==> src/rtl/pixel_queue_writer.sv <==
// Pixel queue write side: raster position tagging with almost-full backpressure.
// Build option: define PIXEL_QUEUE_WRITER_PAD_EN to black-pad lines cut short by frame_start.
module pixel_queue_writer (
  input  logic        clk,
  input  logic        rst,
  input  logic        clk_en,
  input  logic [13:0] horizontal_size,
  input  logic [13:0] vertical_size,
  input  logic        frame_start,
  input  logic [7:0]  y_in,
  input  logic [7:0]  u_in,
  input  logic [7:0]  v_in,
  input  logic [7:0]  osd_in,
  input  logic        pixel_valid_in,
  output logic        pixel_in_ready,
  input  logic        pixel_wr_almost_full,
  output logic        pixel_wr_en,
  output logic [7:0]  y_out,
  output logic [7:0]  u_out,
  output logic [7:0]  v_out,
  output logic [7:0]  osd_out,
  output logic [2:0]  position_out,
  output logic        frame_truncated,
  output logic        size_error
);

  localparam logic [2:0] ROW_X_COL_X    = 3'd0;
  localparam logic [2:0] ROW_0_COL_0    = 3'd1;
  localparam logic [2:0] ROW_1_COL_0    = 3'd2;
  localparam logic [2:0] ROW_X_COL_0    = 3'd3;
  localparam logic [2:0] ROW_X_COL_LAST = 3'd4;

  localparam logic [1:0] STATE_IDLE = 2'd0;
  localparam logic [1:0] STATE_RUN  = 2'd1;
`ifdef PIXEL_QUEUE_WRITER_PAD_EN
  localparam logic [1:0] STATE_PAD  = 2'd2;
`endif
  localparam logic [1:0] STATE_DONE = 2'd3;

  logic [1:0]  r_state;
  logic [13:0] r_h_cnt;
  logic [13:0] r_v_cnt;
  logic [13:0] r_h_size;
  logic [13:0] r_v_size;
  logic        r_wr_en;
  logic [7:0]  r_y;
  logic [7:0]  r_u;
  logic [7:0]  r_v;
  logic [7:0]  r_osd;
  logic [2:0]  r_pos;
  logic        r_trunc;
  logic        r_size_err;

  function automatic logic [2:0] f_tag(
    input logic [13:0] h,
    input logic [13:0] v,
    input logic [13:0] hs
  );
    if (h == 14'd0 && v == 14'd0)   return ROW_0_COL_0;
    else if (h == 14'd0 && v == 14'd1) return ROW_1_COL_0;
    else if (h == 14'd0)            return ROW_X_COL_0;
    else if (h == hs - 14'd1)       return ROW_X_COL_LAST;
    else                            return ROW_X_COL_X;
  endfunction

  logic        w_run;
  logic        w_mid;
  logic        w_bad;
  logic        w_pad_pend;
  logic        w_fs_new;
  logic        w_accept;
  logic [13:0] w_h_cur;
  logic [13:0] w_v_cur;
  logic [13:0] w_hs_cur;
  logic [13:0] w_vs_cur;
  logic        w_last_col;

  assign w_run = r_state == STATE_RUN;
  assign w_mid = (r_h_cnt != 14'd0) || (r_v_cnt != 14'd0);
  assign w_bad = (horizontal_size < 14'd2) || (vertical_size == 14'd0);

`ifdef PIXEL_QUEUE_WRITER_PAD_EN
  logic [13:0] r_ph_size;
  logic [13:0] r_pv_size;
  logic        w_pad_go;
  logic        w_in_pad;
  logic [13:0] w_ph_nxt;
  logic [13:0] w_pv_nxt;
  logic        w_pbad;

  assign w_pad_go   = frame_start && w_run && (r_h_cnt != 14'd0);
  assign w_in_pad   = r_state == STATE_PAD;
  assign w_pad_pend = w_in_pad || w_pad_go;
  assign w_ph_nxt   = frame_start ? horizontal_size : r_ph_size;
  assign w_pv_nxt   = frame_start ? vertical_size : r_pv_size;
  assign w_pbad     = (w_ph_nxt < 14'd2) || (w_pv_nxt == 14'd0);
`else
  assign w_pad_pend = 1'b0;
`endif

  // A frame_start that restarts immediately makes the pixel in the same cycle pixel 0.
  assign w_fs_new   = frame_start && !w_pad_pend;
  assign w_h_cur    = w_fs_new ? 14'd0 : r_h_cnt;
  assign w_v_cur    = w_fs_new ? 14'd0 : r_v_cnt;
  assign w_hs_cur   = w_fs_new ? horizontal_size : r_h_size;
  assign w_vs_cur   = w_fs_new ? vertical_size : r_v_size;
  assign w_last_col = w_h_cur == w_hs_cur - 14'd1;

  assign pixel_in_ready = w_run && !pixel_wr_almost_full && !w_pad_pend;
  assign w_accept       = clk_en && pixel_valid_in && pixel_in_ready;

  always_ff @(posedge clk or negedge rst) begin
    if (!rst) begin
      r_state    <= STATE_IDLE;
      r_h_cnt    <= 14'd0;
      r_v_cnt    <= 14'd0;
      r_h_size   <= 14'd0;
      r_v_size   <= 14'd0;
      r_wr_en    <= 1'b0;
      r_y        <= 8'd0;
      r_u        <= 8'd0;
      r_v        <= 8'd0;
      r_osd      <= 8'd0;
      r_pos      <= ROW_X_COL_X;
      r_trunc    <= 1'b0;
      r_size_err <= 1'b0;
`ifdef PIXEL_QUEUE_WRITER_PAD_EN
      r_ph_size  <= 14'd0;
      r_pv_size  <= 14'd0;
`endif
    end else if (clk_en) begin
      r_wr_en <= 1'b0;
      r_trunc <= frame_start && w_run && w_mid;
      if (w_fs_new) begin
        r_h_size   <= horizontal_size;
        r_v_size   <= vertical_size;
        r_h_cnt    <= 14'd0;
        r_v_cnt    <= 14'd0;
        r_size_err <= w_bad;
        r_state    <= w_bad ? STATE_IDLE : STATE_RUN;
      end
`ifdef PIXEL_QUEUE_WRITER_PAD_EN
      else if (frame_start) begin
        r_ph_size <= horizontal_size;
        r_pv_size <= vertical_size;
        if (w_pad_go) r_state <= STATE_PAD;
      end
`endif
      if (w_accept) begin
        r_wr_en <= 1'b1;
        r_y     <= y_in;
        r_u     <= u_in;
        r_v     <= v_in;
        r_osd   <= osd_in;
        r_pos   <= f_tag(w_h_cur, w_v_cur, w_hs_cur);
        if (!(w_fs_new && w_bad)) begin
          if (w_last_col) begin
            r_h_cnt <= 14'd0;
            r_v_cnt <= w_v_cur + 14'd1;
            if (w_v_cur == w_vs_cur - 14'd1) r_state <= STATE_DONE;
          end else begin
            r_h_cnt <= w_h_cur + 14'd1;
          end
        end
      end
`ifdef PIXEL_QUEUE_WRITER_PAD_EN
      if (w_in_pad && !pixel_wr_almost_full) begin
        r_wr_en <= 1'b1;
        r_y     <= 8'd16;
        r_u     <= 8'd128;
        r_v     <= 8'd128;
        r_osd   <= 8'd0;
        r_pos   <= f_tag(r_h_cnt, r_v_cnt, r_h_size);
        if (r_h_cnt == r_h_size - 14'd1) begin
          r_h_size   <= w_ph_nxt;
          r_v_size   <= w_pv_nxt;
          r_h_cnt    <= 14'd0;
          r_v_cnt    <= 14'd0;
          r_size_err <= w_pbad;
          r_state    <= w_pbad ? STATE_IDLE : STATE_RUN;
        end else begin
          r_h_cnt <= r_h_cnt + 14'd1;
        end
      end
`endif
    end
  end

  assign pixel_wr_en     = r_wr_en;
  assign y_out           = r_y;
  assign u_out           = r_u;
  assign v_out           = r_v;
  assign osd_out         = r_osd;
  assign position_out    = r_pos;
  assign frame_truncated = r_trunc;
  assign size_error      = r_size_err;

endmodule
==> config.mk <==
export PLATFORM = sky130hd
export DESIGN_NAME = pixel_queue_writer
export DESIGN_NICKNAME = d
export VERILOG_FILES = /design/src/rtl/pixel_queue_writer.sv
export SDC_FILE = /design/constraint.sdc
export NUM_CORES = 1
export LEC_CHECK = 0
export CAP_MARGIN = 20
export CORE_MARGIN = 3
export CORE_UTILIZATION = 48
export DETAILED_ROUTE_END_ITERATION = 8
export GPL_TIMING_DRIVEN = 0
export MAX_ROUTING_LAYER = met4
export PLACE_DENSITY = 0.8
export SLEW_MARGIN = 5
export SYNTH_ARGS = -nofsm -noshare
export SYNTH_HDL_FRONTEND = slang
export SYNTH_SLANG_ARGS = --single-unit
export TNS_END_PERCENT = 20
==> constraint.sdc <==
create_clock -name clk -period 2.8 [get_ports clk]
set_clock_uncertainty 0.15 [all_clocks]
set_input_delay 0.42 -clock clk [delete_from_list [all_inputs] [get_ports clk]]
set_output_delay 0.42 -clock clk [all_outputs]
set_load 0.02 [all_outputs]
# Yosys cells after proc, flatten, opt, wreduce, memory -nomap -nowiden

Index checks and enable logic that the tools add are counted.

Equality and inequality tests: 4
Magnitude comparators: 1
Reduce and logical (&&, ||, !) cells: 18
Add/sub/neg operators: 4
Multiplexer cells: 21

Operator list:

| cell                                                                    | number |
|---|---|
| 14-bit two-way mux                                                      | 10 |
| 14-bit logical NOT                                                      | 3 |
| 14-bit by 1-bit adder with 14-bit output (second input constant)        | 2 |
| 14-bit equality test                                                    | 2 |
| 14-bit nonzero test                                                     | 2 |
| 14-bit by 1-bit subtractor with 14-bit output (second input constant)   | 2 |
| 14-bit by 1-bit equality test with 1-bit output (second input constant) | 1 |
| 14-bit by 2-bit < comparator with 1-bit output (second input constant)  | 1 |
| 3-bit two-way mux                                                       | 4 |
| 2-bit two-way mux                                                       | 5 |
| 1-bit logical AND                                                       | 8 |
| 2-bit AND reduction                                                     | 2 |
| 2-bit by 1-bit equality test with 1-bit output (second input constant)  | 1 |
| 1-bit logical OR                                                        | 2 |
| 1-bit two-way mux                                                       | 2 |
| 1-bit logical NOT                                                       | 1 |

Flip-flop bits (word level): 96
Word-level logic and storage cells: 61
Output and inout port bits: 39

# Longest topological paths before layout

Gate-level depths: netlist of run 1.

Depth in word-level cells: 8
Gate-level depth with buffers: 19
Mapped depth without buffers: 12

# Worst setup path before layout of run 1

OpenSTA, ideal clock, no wires.

Path kind: input port to flip-flop
From: input frame_start
To: register r_v_cnt[12]
Cell stages on the path: 19
Required time: 2526 ps
Setup slack: -1921 ps
Data arrival time: 4447 ps
Path through: buf_6 buf_2 buf_2 buf_1 clkbuf_1 clkbuf_1 buf_1 mux2i_1 ha_1 nor4bb_1 nor2_1 or4_1 o21ai_0 nand4_2 nor2_2 buf_6 buf_6 a21oi_2 a211o_1

Word-level cells in the longest chain between the ends: 6

RTL lines:

| element                                       | RTL line | source |
|---|---|---|
| start, declared                               | 9        | `input logic frame_start,` |
| 14-bit two-way mux                            | --       |  |
| 14-bit by 1-bit subtractor with 14-bit output | 107      | `assign w_last_col = w_h_cur == w_hs_cur - 14'd1;` |
| 14-bit equality test                          | 107      |  |
| 14-bit two-way mux                            | 157      | `if (w_last_col) begin` |
| 14-bit two-way mux                            | 156      | `if (!(w_fs_new && w_bad)) begin` |
| 14-bit two-way mux *                          | 149      | `if (w_accept) begin` |
| end signal, assigned                          | 159      | `r_v_cnt <= w_v_cur + 14'd1;` |
| end, declared                                 | 42       | `logic [13:0] r_v_cnt;` |

Every way passes the cells marked *; elsewhere a longest branch is shown, timed or not.
A chain may end at the register's enable or synchronous reset.

# Worst setup path after layout of run 1

Same ends and word-level chain as after synthesis.

==> results.toml, run 1 <==
[layout]
final_common_cell = "nand2_1"
drive_gt1_frac = 0.158
final_cells = 979
multi_input_area_um2 = 3520
seq_area_um2 = 2400
layout_common_cells = "149 x nand2_1, 95 x dfrtp_1, 95 x clkdlybuf4s50_1"
post-route-util = 0.670
area_growth_pct = 35.7
final_nets = 879
antenna_cells = 0
n_fill_cell = 940

[status]
violations = "negative setup slack"
status = "finished, violations left"

[setup_path]
worst_ep_arrival_time_ns = 3.37
crit_path_end_kind = "register"
cp.required_ns = 2.88
critical_path.max_fanout = 6
crit_path_start_kind = "input port"
crit_type = "input port to register"

[timing]
finalHoldViolations = 0
min_period_ns = 3.29
grt_setup_unrepaired = "true"
tightest_slew_ns = 0.690
whs_ns = 0.326
finalSetupViolCount = 30
fin_crit_sh = 1.17
slew-limit-headroom = 0.540
tns_ns = -11.86
slew_viol_final = 0
fin_ws_ns = -0.488
clock.fmax_mhz = 304

[routing]
vias = 6010
wirelength_um = 19400
dr.pass1.iters = 6
viasPerCell = 6.14
ant_nets = 0
drc_errors = 0
first_iter_violations = 776
wl_per_cell_um = 19.8

[power_and_ir_drop]
power_switching_uw = 1400
internal-power_uw = 3020
p_per_area_nw_per_um2 = 547
power.leakage_uw = 0.00361
power_frac_comb = 0.292
ir_drop_v = 0.000415
p_seq_frac = 0.398
swShare = 0.317
power_frac_clock = 0.310

[synthesis]
synth_top_family_by_area = "simple AND/OR/NAND/NOR gates"
synth-simple-area-share = 0.257
ys.flop_type = "dfrtp_1"
yosysTopAreaCellShare = 0.403
yosysWarnings = 0
synth_nets = 741
synth.distinct_cells = 76
synthCells = 668
ys_seq_elements = 96
synth_edf_count = 0
synth_fa_ha_area_frac = 0.0147
syn-cell-area_um2 = 5950
synth_xor_xnor_area_share = 0.0603
seq_area_frac_synth = 0.403
synth-compound-area-share = 0.147
synth.avg_cell_area_um2 = 8.91
synthArstFlopShare = 1.00
synth_top_area_cell = "dfrtp_1"
synth.area.mux_share = 0.0782
ys_top_cells_by_area = "dfrtp_1 40%, nand2_1 9.5%, mux2_2 5.3%"

[clock_network]
htreeDepth = 3
clk_pin_slew_ns = 0.07
cts_root_buf = "clkbuf_16"
cts_made_buffers = 9
cts_tree = "done"
clock-sinks = 96
clk_latency_ns = 0.35
cts_buffer_depth = 2

[hold_path]
holdCritPathClass = "register to register"

[floorplanning]
initial_core_util = 0.494
die_area_um2 = 13800
dieWidth_um = 117
ios = 105
core_area_um2 = 12100
fp.dieH_um = 117
rows = 40

[global_routing]
grt_start_max_net_pins = 51
grtUsageTotal = 0.277
grt_pass1_wl_um = 30200
antenna_found_initial = 0
grt_pass1_vias = 5945
gr-total-overflow = 0

[place]
dp_hpwl_um = 13000
dp_cells = 940
preCtsSetupSlack_ns = -1.44
place.gp.congestion = 0.925
io_buffers = 103

[flow_run]
maxCapViolCount = 0
[state kept, by name (all words and copies together) (netlist names)]
register	cells
frame_truncated	1
position_out	3
r_state	2
pixel_wr_en	1
r_v_cnt	14
r_v_size	14
v_out	8
r_h_size	14
u_out	8
r_h_cnt	14
y_out	8
osd_out	8
size_error	1
[through the flow]
stage	power, µW	area [µm²]
after floorplan	2400	6040
after global placement	2920	7280
after detailed placement	2960	7310
after CTS	4360	7880
after global routing	4610	8080
final	4420	8080
[routing by layer]
| layer | wire, µm | track usage |
|---|---|---|
| met5 | 0 | - |
| met4 | 730 | 0.111 |
| met2 | 8920 | 0.434 |
| met3 | 1800 | 0.0564 |
| met1 | 7970 | 0.354 |
[worst max-delay path, stage by stage]
cell,delay [ns]
buf_12,0.10
buf_8,0.12
buf_8,0.12
buf_8,0.12
nand2_4,0.06
a21boi_4,0.21
ha_4,0.18
nor4bb_4,0.26
nor2_2,0.10
or4_4,0.44
o21ai_4,0.20
nand4_4,0.19
nor2_4,0.21
buf_8,0.17
buf_8,0.14
a21oi_2,0.05
a211o_1,0.26
[cell usage after synthesis, types with 3 or more instances]
| library cell | n |
|---|---|
| o21a_1 | 6 |
| xor2_1 | 16 |
| and4_1 | 3 |
| nor3b_1 | 9 |
| nor3_1 | 17 |
| xnor2_1 | 25 |
| nor4_1 | 16 |
| a21o_1 | 6 |
| o311ai_1 | 3 |
| ha_1 | 7 |
| o21ai_0 | 21 |
| a31oi_1 | 5 |
| nand3_1 | 16 |
| nand4_1 | 6 |
| o31ai_1 | 8 |
| buf_2 | 7 |
| dfrtp_1 | 96 |
| a21oi_1 | 18 |
| nor2b_1 | 6 |
| nand2b_1 | 8 |
| buf_6 | 4 |
| mux2i_1 | 15 |
| or3b_1 | 3 |
| o32ai_1 | 3 |
| a211o_1 | 6 |
| and3_1 | 12 |
| nand2_1 | 150 |
| mux2_2 | 28 |
| nor2_1 | 33 |
| a22o_1 | 3 |
| clkbuf_1 | 25 |
| inv_1 | 12 |
| or3_1 | 10 |
| o211ai_1 | 3 |
| buf_1 | 4 |
[cells by family after synthesis]
| group | count (synthesis) |
|---|---|
| AO/OA/AOI/OAI | 119 |
| AND/OR/NAND/NOR | 309 |
| XOR/XNOR | 41 |
| multiplexers | 43 |
| flip-flops | 96 |
| buffers and inverters | 53 |
| adder cells (fa/ha/maj) | 7 |
[power by group through the flow]
stage                     Combinational, µW  Clock (µW)  Sequential, µW
after floorplan                         516           0            1890
after global placement                 1160           0            1760
after detailed placement               1190           0            1770
after CTS                              1230        1380            1750
after global routing                   1390        1440            1780
final                                  1290        1370            1760
[layout make-up]
class | count | area share
plain buffers | 37 | 0.0331
clock buffers | 12 | 0.0305
clock inverters | 4 | 0.00960
inverters | 13 | 0.00666
multi-input cells | 519 | 0.436
flip-flops and latches | 96 | 0.297
well taps | 168 | 0.0260
repair buffers | 130 | 0.161
[timing repair]
item,CTS,global route
buffers inserted,14,8
gates resized for setup,27,48
cloned,2,1
pin swaps,12,19
endpoints found under the hold margin,46,0
hold buffers,1,0
setup endpoints to repair,46,60
[worst paths after layout]
| kind | startpoint | end | slack [ns] | depth (start not counted) |
|---|---|---|---|---|
| worst max-delay path | frame_start | r_v_cnt[12] | -0.49 | 17 |
| worst min-delay path | v_out[3] | v_out[3] | 0.33 | 2 |
| worst max register to register | r_h_size[0] | r_v_cnt[12] | -0.45 | 13 |
| worst min register to register | v_out[3] | v_out[3] | 0.33 | 2 |
| min in group asynchronous | rst | r_h_size[4] | 0.48 | 2 |
| max in group asynchronous | rst | r_h_cnt[13] | 1.34 | 3 |
No activity file was read; power rests on OpenSTA's default activity.
==> run 2, diff against run 1 <==
clock period = 2.9 ns   (was 2.8 ns; I/O delays follow)
==> run 2 against run 1 <==
Against the previous run:
- the run still ends with negative setup slack left
- global-route usage shrank 0.061 points
- utilization increased by 0.20 points
- clock power down 4%
- cell area grew 0.29%
- highest routed layer unchanged
- die area did not move
- setup slack improved by 0.18 ns
- sequential share of layout area fell by 0.087 points
- total power is 4.1% lower
- via count down 2.4%
- worst hold slack better by 0.0056 ns
==> results.toml, run 2 (synthesized netlist as in run 1, its figures left out) <==
[status]
status = "finished, violations left"
violations = "negative setup slack"

[floorplanning]
core_area_um2 = 12100
die_area_um2 = 13800
rows = 40
dieWidth_um = 117
initial_core_util = 0.494
fp.dieH_um = 117
ios = 105

[power_and_ir_drop]
ir_drop_v = 0.000401
power.leakage_uw = 0.00360
p_per_area_nw_per_um2 = 523

[setup_path]
crit_path_start_kind = "input port"
slowest_stage = "or4_4"
critical_path.max_fanout = 7
cp.required_ns = 2.99
crit_path_cell_trace = "buf_12, buf_8, buf_8, buf_8, nand2_4, a21boi_4, ha_2, nor4b_4, nor2_2, or4_4, o21ai_4, nand4_4, nor2_4, buf_12, buf_8, a21oi_2, a211o_1"
crit_path_end_kind = "register"
cpMostUsedCell = "buf_8"
worst_ep_arrival_time_ns = 3.30
crit_type = "input port to register"
slowest_delay_ns = 0.44

[clock_network]
cts_buffer_depth = 2
cts_root_buf = "clkbuf_16"
htreeDepth = 3
clock-sinks = 96
clk_pin_slew_ns = 0.07
cts_tree = "done"
clk_latency_ns = 0.36
cts_made_buffers = 9

[timing]
fin_crit_sh = 1.11
slew-limit-headroom = 0.543
finalHoldViolations = 0
clock.fmax_mhz = 312
fin_ws_ns = -0.308
min_period_ns = 3.21
tns_ns = -6.79
grt_setup_unrepaired = "true"
slew_viol_final = 0
tightest_slew_ns = 0.685
whs_ns = 0.331
finalSetupViolCount = 30

[layout]
drive_gt1_frac = 0.163
antenna_cells = 0
layout_common_cells = "147 x nand2_1, 95 x dfrtp_1, 95 x clkdlybuf4s50_1"
final_nets = 878
final_common_cell = "nand2_1"
area_growth_pct = 36.1
stdcell_area_um2 = 8100
n_fill_cell = 919
multi_input_area_um2 = 3530
post-route-util = 0.672
seq_area_um2 = 2400

[hold_path]
holdCritPathClass = "register to register"

[routing]
wirelength_um = 18800
wl_per_cell_um = 19.2
vias = 5863
ant_nets = 0
first_iter_violations = 620
dr.pass1.iters = 5
viasPerCell = 5.99
drc_errors = 0

[place]
place_area_um2 = 7310
place.gp.congestion = 0.925
io_buffers = 103
dp_hpwl_um = 13000

[global_routing]
antenna_found_initial = 0
grt_pass1_vias = 5911
grt_start_max_net_pins = 51
grt_pass1_wl_um = 30200
gr-total-overflow = 0
grtUsageTotal = 0.276

[flow_run]
maxCapViolCount = 0
==> run 2: final cells by class <==
cell class,instances,share of cell area
plain buffers,36,0.0306
repair buffers,130,0.165
clock buffers,12,0.0304
well taps,168,0.0259
clock inverters,4,0.00957
multi-input cells,519,0.436
inverters,13,0.00633
flip-flops and latches,96,0.297
==> run 2: critical path, delay by kind of cell <==
family          cells  cell delay (ns)
fa+ha+maj           1             0.21
simple gates        6             1.20
compound gates      4             0.65
buf+inv             6             0.79
==> run 2: per-stage QoR <==
step                setup slack, ns  std cells  power, µW
global route                 -0.404        978       4430
detailed placement            -1.35        940       2860
floorplan                    -0.765        668       2320
global placement              -2.42        939       2820
CTS                          -0.337        971       4220
finish                       -0.308        978       4240
==> run 2: timing repair <==
item	in CTS	in global routing
gates cloned	3	2
pin swaps	15	17
endpoints found under the setup margin	30	60
hold endpoints to repair	39	0
buffers inserted	14	6
gates resized for setup	32	41
hold buffers	1	0
==> run 2: report_power, final <==
group          total (µW)  switching [µW]  leakage [µW]  internal [µW]
clock network        1320             539      0.000157            784
registers            1700             165       0.00121           1530
logic                1220             632       0.00223            591
==> run 2: path summary, 6_finish.rpt <==
| check | start | to | slack, ns | cells after the start |
|---|---|---|---|---|
| min | v_out[1] | v_out[1] | 0.33 | 2 |
| min reg2reg | v_out[1] | v_out[1] | 0.33 | 2 |
| max | frame_start | r_v_cnt[12] | -0.31 | 17 |
| min in group asynchronous | rst | r_h_size[4] | 0.50 | 2 |
| max reg2reg | r_h_size[0] | r_v_cnt[12] | -0.28 | 12 |
| max in group asynchronous | rst | y_out[4] | 1.42 | 3 |
==> run 2: layer usage <==
layer	wire, µm	global-route usage
met5	0	-
met4	499	0.114
met3	1630	0.0564
met2	8790	0.429
met1	7870	0.355
